`config.mk`:
```
export PLATFORM = sky130hd
export DESIGN_NAME = time_of_day_counter_flat
export DESIGN_NICKNAME = d
export VERILOG_FILES = /design/src/rtl/time_of_day_if.sv /design/src/rtl/time_of_day_counter.sv /design/src/flat_wrapper.sv
export SDC_FILE = /design/constraint.sdc
export NUM_CORES = 1
export LEC_CHECK = 0
export BUFFER_PORTS_ARGS = -buffer_cell sky130_fd_sc_hd__buf_2
export CORE_MARGIN = 2
export CORE_UTILIZATION = 55
export DETAILED_ROUTE_END_ITERATION = 16
export PLACE_DENSITY = 0.75
export SYNTH_ARGS = -nofsm -noshare
export SYNTH_HDL_FRONTEND = slang
export SYNTH_SLANG_ARGS = --single-unit
```
`constraint.sdc`:
```
create_clock -name clk_100MHz -period 5.8 [get_ports clk_100MHz]
set_input_delay 0.58 -clock clk_100MHz [delete_from_list [all_inputs] [get_ports clk_100MHz]]
set_output_delay 0.58 -clock clk_100MHz [all_outputs]
set_load 0.05 [all_outputs]
```
`src/rtl/time_of_day_if.sv`:
```
// Bundle between the time-of-day core and its neighbours: front-panel
// adjust requests in, 1 Hz tick, end-of-day flag and current time out.
interface time_of_day_if;
    logic       inc_hour;
    logic       inc_minute;
    logic       clear_seconds;
    logic       tick_1Hz;
    logic       end_of_day;
    logic [7:0] hour;
    logic [7:0] minute;
    logic [7:0] second;

    modport master (
        input  inc_hour, inc_minute, clear_seconds,
        output tick_1Hz, end_of_day, hour, minute, second
    );

    modport slave (
        output inc_hour, inc_minute, clear_seconds,
        input  tick_1Hz, end_of_day, hour, minute, second
    );
endinterface

```
`src/rtl/time_of_day_counter.sv`:
```
// Divides the system clock to a 1 Hz tick and keeps hh:mm:ss, with
// synchronized front-panel hour/minute adjust and seconds clear.
module time_of_day_counter #(
    parameter int CLK_FREQ_HZ    = 100_000_000,
    parameter int DEFAULT_HOUR   = 0,
    parameter int DEFAULT_MINUTE = 0,
    parameter int DEFAULT_SECOND = 0
) (
    input  logic          clk_100MHz,
    input  logic          reset,
    time_of_day_if.master bus
);
    localparam int PW = (CLK_FREQ_HZ > 1) ? $clog2(CLK_FREQ_HZ) : 1;
    localparam logic [PW-1:0] PRESC_TC = PW'(CLK_FREQ_HZ - 1);
    localparam logic [7:0] DEF_HR  = 8'(DEFAULT_HOUR);
    localparam logic [7:0] DEF_MIN = 8'(DEFAULT_MINUTE);
    localparam logic [7:0] DEF_SEC = 8'(DEFAULT_SECOND);
    localparam logic DEF_EOD = (DEFAULT_HOUR == 23) && (DEFAULT_MINUTE == 59) &&
                               (DEFAULT_SECOND == 59);

    function automatic logic [7:0] wrap_inc(input logic [7:0] v, input logic [7:0] max_v);
        return (v == max_v) ? 8'd0 : v + 8'd1;
    endfunction

    // bit 0 = inc_hour, bit 1 = inc_minute, bit 2 = clear_seconds
    logic [2:0]    btn_s;
    logic [2:0]    meta_r, sync_r, prev_r;
    logic [2:0]    ev_s;
    logic [PW-1:0] presc_r;
    logic          tick_r, eod_r;
    logic [7:0]    hr_r, min_r, sec_r;
    logic          pend_hr_r, pend_min_r;
    logic [7:0]    hr_n_s, min_n_s, sec_n_s;
    logic          pend_hr_n_s, pend_min_n_s;
    logic          hr_req_s, min_req_s, adv_s, clr_ev_s;

    assign btn_s     = {bus.clear_seconds, bus.inc_minute, bus.inc_hour};
    assign ev_s      = sync_r & ~prev_r;
    assign clr_ev_s  = ev_s[2];
    assign hr_req_s  = ev_s[0] | pend_hr_r;
    assign min_req_s = ev_s[1] | pend_min_r;
    // A clear cancels the advance outright, so it never carries.
    assign adv_s     = tick_r & ~clr_ev_s;

    // Next-state time; a manual adjust colliding with an advance is parked for one edge.
    always_comb begin
        sec_n_s      = sec_r;
        min_n_s      = min_r;
        hr_n_s       = hr_r;
        pend_hr_n_s  = 1'b0;
        pend_min_n_s = 1'b0;
        if (clr_ev_s) begin
            sec_n_s = 8'd0;
        end else if (adv_s) begin
            sec_n_s = wrap_inc(sec_r, 8'd59);
            if (sec_r == 8'd59) begin
                min_n_s = wrap_inc(min_r, 8'd59);
                if (min_r == 8'd59) begin
                    hr_n_s = wrap_inc(hr_r, 8'd23);
                end else begin
                    hr_n_s = hr_r;
                end
            end else begin
                min_n_s = min_r;
            end
        end else begin
            sec_n_s = sec_r;
        end
        if (adv_s) begin
            pend_hr_n_s  = hr_req_s;
            pend_min_n_s = min_req_s;
        end else begin
            if (min_req_s) begin
                min_n_s = wrap_inc(min_r, 8'd59);
            end else begin
                min_n_s = min_n_s;
            end
            if (hr_req_s) begin
                hr_n_s = wrap_inc(hr_r, 8'd23);
            end else begin
                hr_n_s = hr_n_s;
            end
        end
    end

    // Button synchronizers, prescaler, tick and time registers.
    always_ff @(posedge clk_100MHz or posedge reset) begin
        if (reset) begin
            meta_r     <= 3'b000;
            sync_r     <= 3'b000;
            prev_r     <= 3'b000;
            presc_r    <= '0;
            tick_r     <= 1'b0;
            hr_r       <= DEF_HR;
            min_r      <= DEF_MIN;
            sec_r      <= DEF_SEC;
            eod_r      <= DEF_EOD;
            pend_hr_r  <= 1'b0;
            pend_min_r <= 1'b0;
        end else begin
            meta_r <= btn_s;
            sync_r <= meta_r;
            prev_r <= sync_r;
            if (clr_ev_s) begin
                presc_r <= '0;
                tick_r  <= 1'b0;
            end else if (presc_r == PRESC_TC) begin
                presc_r <= '0;
                tick_r  <= 1'b1;
            end else begin
                presc_r <= presc_r + PW'(1);
                tick_r  <= 1'b0;
            end
            hr_r       <= hr_n_s;
            min_r      <= min_n_s;
            sec_r      <= sec_n_s;
            pend_hr_r  <= pend_hr_n_s;
            pend_min_r <= pend_min_n_s;
            eod_r      <= (hr_n_s == 8'd23) && (min_n_s == 8'd59) && (sec_n_s == 8'd59);
        end
    end

    assign bus.tick_1Hz   = tick_r;
    assign bus.end_of_day = eod_r;
    assign bus.hour       = hr_r;
    assign bus.minute     = min_r;
    assign bus.second     = sec_r;
endmodule

```
`src/flat_wrapper.sv`:
```
// flat-port wrapper written by rule: the top's interface ports become plain ports
module time_of_day_counter_flat 
#(
    parameter int CLK_FREQ_HZ    = 100_000_000,
    parameter int DEFAULT_HOUR   = 0,
    parameter int DEFAULT_MINUTE = 0,
    parameter int DEFAULT_SECOND = 0
)
  (clk_100MHz, reset, bus_inc_hour, bus_inc_minute, bus_clear_seconds, bus_tick_1Hz, bus_end_of_day, bus_hour, bus_minute, bus_second);
  time_of_day_if bus_i ();
  input  logic clk_100MHz;
  input  logic reset;
  input wire logic [$bits(bus_i.inc_hour)-1:0] bus_inc_hour;
  input wire logic [$bits(bus_i.inc_minute)-1:0] bus_inc_minute;
  input wire logic [$bits(bus_i.clear_seconds)-1:0] bus_clear_seconds;
  output wire logic [$bits(bus_i.tick_1Hz)-1:0] bus_tick_1Hz;
  output wire logic [$bits(bus_i.end_of_day)-1:0] bus_end_of_day;
  output wire logic [$bits(bus_i.hour)-1:0] bus_hour;
  output wire logic [$bits(bus_i.minute)-1:0] bus_minute;
  output wire logic [$bits(bus_i.second)-1:0] bus_second;
  assign bus_i.inc_hour = bus_inc_hour;
  assign bus_i.inc_minute = bus_inc_minute;
  assign bus_i.clear_seconds = bus_clear_seconds;
  assign bus_tick_1Hz = bus_i.tick_1Hz;
  assign bus_end_of_day = bus_i.end_of_day;
  assign bus_hour = bus_i.hour;
  assign bus_minute = bus_i.minute;
  assign bus_second = bus_i.second;
  time_of_day_counter #(.CLK_FREQ_HZ(CLK_FREQ_HZ), .DEFAULT_HOUR(DEFAULT_HOUR), .DEFAULT_MINUTE(DEFAULT_MINUTE), .DEFAULT_SECOND(DEFAULT_SECOND)) u_core (.clk_100MHz(clk_100MHz), .reset(reset), .bus(bus_i));
endmodule
```
======== After elaboration in Yosys (flattened, before gate mapping) ========
Index checks and enable logic that the tools add are counted.
storage, ports and cells
  bits in registers ....................... 64
  input port bits ......................... 5
  logic and storage cells ................. 52
  output and inout bits ................... 26
operators by class
  reductions and logical operators ........ 2
  muxes and demuxes ....................... 22
  bitwise logic cells ..................... 6
  equal/unequal tests ..................... 7
  add/sub/neg operators ................... 4
operators by type and width
  operator                                             count
  two-way mux 8 bit                                    16
  two-way mux 27 bit                                   2
  equality test 8 x 6 -> 1 bit, second input constant  4
  adder 27 x 1 -> 27 bit, second input constant        1
  equality test 27 bit, second input constant          1
  adder 8 x 1 -> 8 bit, second input constant          3
  equality test 8 x 5 -> 1 bit, second input constant  2
  two-way mux 1 bit                                    4
  bitwise AND 3 bit                                    1
  inverter 3 bit                                       1
  logical AND 1 bit                                    2
  bitwise OR 1 bit                                     2
  bitwise AND 1 bit                                    1
  inverter 1 bit                                       1

======== Longest topological paths before layout ========
Gate-level depths: netlist (run 1).
  depth after elaboration ................. 11
  depth in mapped cells ................... 9

======== Worst setup path before layout (run 1) ========
OpenSTA, ideal clock, no wires.
  path kind ............................... reg2reg
  from .................................... register u_core.sec_r[0], in the netlist u_core.bus.second[0]
  to ...................................... register u_core.eod_r, in the netlist u_core.bus.end_of_day
  data arrival time ....................... 2.425 ns
  cell stages (with the launch flop) ...... 9
  setup slack ............................. 3.307 ns
  clock period less this slack ............ 2.493 ns
  buffers on the path ..................... 0
  cell sequence ........................... dfrtp_1 > ha_1 > and4_4 > a211oi_4 > nor4_1 > xnor2_1 > o2111ai_1 > nor4b_2 > and4b_1
on the way
  cells in the longest elaborated chain, start to end .. 9
ends and longest elaborated chain
  what                                                                          RTL line                    text
  start: declaration                                                            time_of_day_counter.sv:31   logic [7:0] hr_r, min_r, sec_r;
  start signal: assignment                                                      time_of_day_counter.sv:116  sec_r <= sec_n_s;
  parallel branches: the longest is 8 deep, another holds adder 8 x 1 -> 8 bit  --
  logical AND 1 bit *                                                           time_of_day_counter.sv:119  eod_r <= (hr_n_s == 8'd23) && (min_n_s == 8'd59) && (sec_n_s == 8'd59);
  end signal: assignment                                                        time_of_day_counter.sv:119
  end: declaration                                                              time_of_day_counter.sv:30   logic tick_r, eod_r;
Mark *: on every way between the ends.

======== Worst setup path in the final report (run 1) ========
  from .................................... register u_core.presc_r[0]
  to ...................................... register u_core.presc_r[2]
on the way
  cells in the longest elaborated chain, start to end .. 3
ends and longest elaborated chain
  what                                                            RTL line                                                text
  start: declaration                                              time_of_day_counter.sv:29                               logic [PW-1:0] presc_r;
  start signal: assignment                                        time_of_day_counter.sv:111                              presc_r <= presc_r + PW'(1);
  adder 27 x 1 -> 27 bit or equality test 27 bit (tied branches)  time_of_day_counter.sv:111, time_of_day_counter.sv:107
  two-way mux 27 bit *                                            time_of_day_counter.sv:107                              end else if (presc_r == PRESC_TC) begin
  two-way mux 27 bit *                                            time_of_day_counter.sv:104                              if (clr_ev_s) begin
Every way passes the cells marked *; elsewhere a longest branch is shown, timed or not.

==> reports/summary.txt, run 1 <==
Status: finished, final reports clean
Total Wirelength: 6200 um
Drt pass-1 iters: 4
Post-synthesis cell type count: 54
Net Sw Power: 0.446 mW
Num CTS Buffers: 9
Cells after synthesis: 321
WP data required: 5990 ps
Ys flop type: dfrtp_1
CTS Buffer Depth: 2
CP bufs+invs: 0
Ys Warns: 0
CTS Sinks: 64
Mapped Area: 3240 sq um
Crit-path max cell delay: 610 ps
Tightest Pin Transition: 797 ps
DRT antenna net count: 0
IO Count: 31
Clock insertion delay at the later pin of the skew report: 340 ps
First-pass GRT wire length: 10600 um
# fillers: 473
Synth area leaders: dfrtp_1 49%, nor2_1 5.2%, nand2_1 4.6%, xor2_1 4.6%, xnor2_1 4.3%
Top cell type's share of synthesized area: 49.4%
Startpoint types: flip-flop
CTS tree: built
Clock power frac: 31.8%
DP HPWL: 4230 um
DIE WIDTH: 80.8 um
Final Hold Fails: 0
Max cap viols: 0
Die area: 6530 sq um
Crit path max fanout: 25
Post-CTS sizing: 0
Initial antenna violation count: 0
Mapped Avg Cell Area: 10.1 sq um
Cell area after layout: 3640 sq um
Final net count: 364
CORE AREA: 5610 sq um
Std cell rows: 27
Pwr dens: 337 nW/um^2
Cell family with most CP delay: simple AND/OR/NAND/NOR gates
Min Clock Period, post-route: 2490 ps
H-tree depth: 3
Mux contribution to synthesized area: 0.656%
DP Area: 3430 sq um
GP Congestion: 0.814
Synthesized Nets: 330
Post-CTS setup buffer count: 0
RSZ-0062 raised after global routing: no
Simple-Gate Fraction of Synth Area: 26.5%
Layout area overhead: 12.2%
Vias in the first global route: 2302
Total negative slack: 0 ps
Largest area contributor in the netlist: dfrtp_1
Xor and xnor area share after synthesis: 8.91%
Clock Pin Slew Worst Setup and Hold Paths: 70 ps
GRT overflow: 0
Slew Limit Fails: 0
P_int: 0.782 mW
Crit-path slowest cell: nand2_1
Compound-gate portion of the synthesized area: 10.4%
Min-Delay Path Class: in2reg
Sequential area share after synthesis: 49.4%
Initial Util: 57.8%
Sw Ratio: 36.4%
Routed vias: 2478
Initial DRC count: 118
Synth async-reset ratio: 100%
Drt drc: 0
Combinational share of power: 23.1%
Synth Area in Adders: 1.54%
Clock root buffer: clkbuf_8
CP Class: reg2reg
CTS Hold Bufs: 0
Worst VDD drop: 0.215 mV
Layout cells sized above 1: 18.9%
Layout Skew: 10.1 ps
Port Buffer Count: 30
Setup violators final: 0
EDFF count, synth: 0
Slew headroom: 46.7%
DR WL/cell: 14.3 um
N_diodes: 0
Via/cell ratio: 5.74
CP Data Arrival Time: 2670 ps
Pin count of the biggest net entering global routing: 65
Largest family of logic cells by synthesized area: simple AND/OR/NAND/NOR gates
Leak: 1.66 nW
Total GRT Usage: 21.3%
Die Y: 80.8 um
Sequence of cells on the critical path: ha_1, nand3_1, nor2_1, nand2_1, or3_1, nand2_1, nor2_1
Flop pwr share: 45.1%
Tcrit/Tclk final: 42.9%
F_max: 402 MHz
Flops & latches, synth: 64
CP Capture Type: flip-flop
-- layout make-up --
| class | instances | area [sq um] | area share [%] |
|---|---|---|---|
| clock buffer | 10 | 138 | 3.78 |
| clock inverter | 6 | 68.8 | 1.89 |
| inverter | 7 | 26.3 | 0.722 |
| multi-input combinational | 242 | 1560 | 42.8 |
| sequential | 64 | 1600 | 44.0 |
| tap | 72 | 90.1 | 2.48 |
| timing repair buffer | 31 | 158 | 4.33 |
-- sequential cells by signal, indices dropped and copies added (netlist names) --
register and flops:
u_core.presc_r 27, u_core.bus.hour 8, u_core.bus.minute 8, u_core.bus.second 8, u_core.meta_r 3, u_core.prev_r 3
u_core.sync_r 3, u_core.bus.end_of_day 1, u_core.bus.tick_1Hz 1, u_core.pend_hr_r 1, u_core.pend_min_r 1
-- routing by layer --
metal	vias up	share of wire (%)	wire [um]	track usage [%]
li1	1191	-	-	-
met1	1211	47	2930	29.4
met2	67	47	2940	33.4
met3	9	3.8	236	3.67
met4	0	1.4	87	9.15
met5	-	0	0	0
-- power groups by stage --
stage,registers [mW],clock network (mW),logic [mW]
final,0.554,0.390,0.284
after global routing,0.564,0.423,0.310
after CTS,0.553,0.402,0.285
after detailed placement,0.561,0,0.283
after global placement,0.558,0,0.280
after floorplan,0.652,0,0.130
-- cells in the mapped netlist, types with 6 or more instances --
cell type	number
a21oi_1	12
and3_1	8
dfrtp_1	64
inv_1	6
nand2_1	40
nand3_1	13
nand4_1	10
nor2_1	45
nor3_1	6
o21ai_0	10
or3_1	6
xnor2_1	16
xor2_1	17
-- metrics by stage --
| step | util, % | hold WS, ps | instances | power, mW | worst slack (ps) |
|---|---|---|---|---|---|
| final | 64.9 | 343 | 432 | 1.23 | 3310 |
| after global routing | 64.9 | 322 | 432 | 1.30 | 3020 |
| after CTS | 64.9 | 327 | 432 | 1.24 | 3270 |
| after detailed placement | 61.2 | 340 | 416 | 0.844 | 3290 |
| after global placement | 61.2 | 333 | 416 | 0.838 | 3370 |
| after floorplan | - | 331 | 321 | 0.782 | 3310 |
-- logic make-up after synthesis --
logic type	Yosys count
and+or+nand+nor	163
adders and majority gates	4
buffers and inverters	15
xor gates and xnor gates	33
DFF	64
muxes	2
AOI/OAI and AO/OA	40
-- path summary, 6_finish.rpt --
kind | startpoint | to | slack (ps) | cells past startpoint
max | u_core.presc_r[0] | u_core.presc_r[2] | 3310 | 7
min | bus_clear_seconds | u_core.meta_r[2] | 340 | 1
max reg2reg | u_core.presc_r[0] | u_core.presc_r[2] | 3310 | 7
min reg2reg | u_core.meta_r[1] | u_core.sync_r[1] | 350 | 0
max in group asynchronous | reset | u_core.presc_r[3] | 4810 | 3
min in group asynchronous | reset | u_core.bus.hour[4] | 450 | 3
-- worst reg2reg max path, stage by stage, from the launching register on --
cell and delay (ps):
dfrtp_1 390, ha_1 200, nand3_1 160, nor2_1 310
nand2_1 130, or3_1 420, nand2_1 610, nor2_1 120
-- cell usage in the layout (no fill, tap or decap), types with 2 or more instances in the layout --
cell / count
or4_1: 2
nor3_2: 2
a21oi_1: 12
inv_2: 2
nand2b_1: 5
and4b_1: 2
o21ai_0: 10
or3_1: 6
inv_1: 5
nor4_1: 5
and3_1: 8
and2_4: 2
xnor2_1: 16
buf_2: 30
dfrtp_1: 64
nor3_1: 6
a2bb2oi_1: 2
clkbuf_8: 10
and2_1: 2
xor2_1: 17
ha_1: 4
nand3_1: 13
a21o_1: 2
clkinvlp_4: 4
and4_1: 3
nand2_1: 40
nor2b_1: 3
nand4_1: 10
nor2_1: 45
(Power assumes the default switching activity.)
==> run 2: changes to the inputs <==
Clock period 5.8 ns to 2.36 ns, I/O delays scaled along.
==> run 2 against run 1 <==
Effect of this change:
- non-clock buffer count is 23 higher
- first-iteration DRC count grew 21%
- maximum frequency rose by 8.1%
- via count increased by 4.7%
- largest power group unchanged
==> reports/summary.txt, run 2 (same netlist as run 1, synthesis figures left out) <==
Status: finished, final reports clean
Port Buffer Count: 30
Total GRT Usage: 22.3%
Total Wirelength: 6800 um
CTS tree: built
Clock root buffer: clkbuf_8
Layout area overhead: 17.9%
Startpoint types: flip-flop
Clock Pin Slew Worst Setup and Hold Paths: 70 ps
Met2 usage: 34.3%
CORE AREA: 5610 sq um
Max cap viols: 0
CP Capture Type: flip-flop
DR WL/cell: 15.0 um
Min Clock Period, post-route: 2300 ps
Commonest non-fill, non-tap cells in the layout: 60 x dfrtp_1, 45 x nor2_1, 40 x nand2_1, 30 x buf_2, 19 x buf_4
Drt pass-1 iters: 4
CP Class: reg2reg
Final WS setup: 61.1 ps
DRT antenna net count: 0
Commonest non-fill, non-tap cell in the layout: dfrtp_1
Dpl cells: 431
Layout cells sized above 1: 23.8%
Met3 capacity usage during global routing: 3.78%
Post-Place Worst Slack: 50.9 ps
GRT overflow: 0
Top reg by flops: u_core.presc_r
WP data required: 2630 ps
Num CTS Buffers: 9
F_max: 435 MHz
Final Core Density: 68.2%
Slew headroom: 60.8%
Worst VDD drop: 0.494 mV
Worst Reg2Reg Path Length in Cells: 8
Final total power: 2.91 mW
Vias in the first global route: 2424
Pin count of the biggest net entering global routing: 41
CP Data Arrival Time: 2570 ps
H-tree depth: 3
CTS Buffer Depth: 2
WHS: 346 ps
Layout Skew: 5.83 ps
Cell area after layout: 3820 sq um
Setup violators final: 0
Final net count: 388
Slew Limit Fails: 0
DP HPWL: 4610 um
# fillers: 457
Initial DRC count: 143
DP Area: 3560 sq um
GP Congestion: 0.896
Initial Util: 57.8%
Initial antenna violation count: 0
Pwr dens: 761 nW/um^2
Tightest Pin Transition: 585 ps
Leak: 1.77 nW
CTS Sinks: 64
Final Hold Fails: 0
Tcrit/Tclk final: 97.4%
Drt drc: 0
Min-Delay Path Class: reg2reg
Via/cell ratio: 5.71
N_diodes: 0
Die area: 6530 sq um
Std cell rows: 27
Routed vias: 2594
First-pass GRT wire length: 11000 um
Grt met1 use: 30.3%
Cell Count, Final, Fillers Out: 454
Hold path cells: 0
Max reg flops: 27
DIE WIDTH: 80.8 um
Top Usage Layer GRT: met2
Clock insertion delay at the later pin of the skew report: 340 ps
Die Y: 80.8 um
Total negative slack: 0 ps
Crit path max fanout: 6
IO Count: 31
run 2: cell types whose count changed in the layout (fill, tap and decap cells not counted), moves of 3 or more:
cell	delta
clkbuf_1	+3
buf_4	+18
dfrtp_1	-4
dfrtp_2	+4
clkinvlp_4	-4
dlygate4sd3_1	+4
run 2: repair_timing:
action,in CTS,in global routing
hold endpoints to repair,27,0
setup buffers,0,4
endpoints found under the setup margin,0,1
gates resized for setup,0,5
hold buffers,4,0
run 2: final timing paths:
kind                                       from                     to  slack (ps)
hold / removal                 u_core.meta_r[1]       u_core.sync_r[1]         350
max in group asynchronous                 reset   u_core.bus.second[0]        1260
min in group asynchronous                 reset   u_core.bus.minute[5]         490
hold reg to reg                u_core.meta_r[1]       u_core.sync_r[1]         350
setup reg to reg           u_core.bus.second[1]  u_core.bus.end_of_day          60
setup / recovery           u_core.bus.second[1]  u_core.bus.end_of_day          60
run 2: critical path, stage by stage (launching register included):
cell and delay, ps:
dfrtp_2 420, ha_1 200, and4_4 200, a211oi_4 370, nor4_1 130, xnor2_1 260
o2111ai_2 190, nor4b_2 230, and4b_1 230
run 2: power breakdown:
group	leakage [nW]	switching, mW	internal (mW)	total [mW]
clock	0.0794	0.390	0.398	0.788
combinational	0.839	0.540	0.245	0.785
sequential	0.848	0.132	1.21	1.34
total	1.77	1.06	1.85	2.91
run 2: cell type report:
| class | instances | area [sq um] | share of cell area [%] |
|---|---|---|---|
| repair buffers | 54 | 353 | 9.22 |
| clock buffers | 13 | 149 | 3.89 |
| flip-flops and latches | 64 | 1610 | 42.0 |
| well taps | 72 | 90.1 | 2.36 |
| inverters | 7 | 26.3 | 0.687 |
| clock inverters | 1 | 5.00 | 0.131 |
| multi-input cells | 243 | 1600 | 41.7 |
run 2: routing by layer:
layer  wire length [um]  up-vias
met3                332       17
li1                   -     1239
met4                168        0
met2               3190       87
met1               3110     1251
met5                  0        -
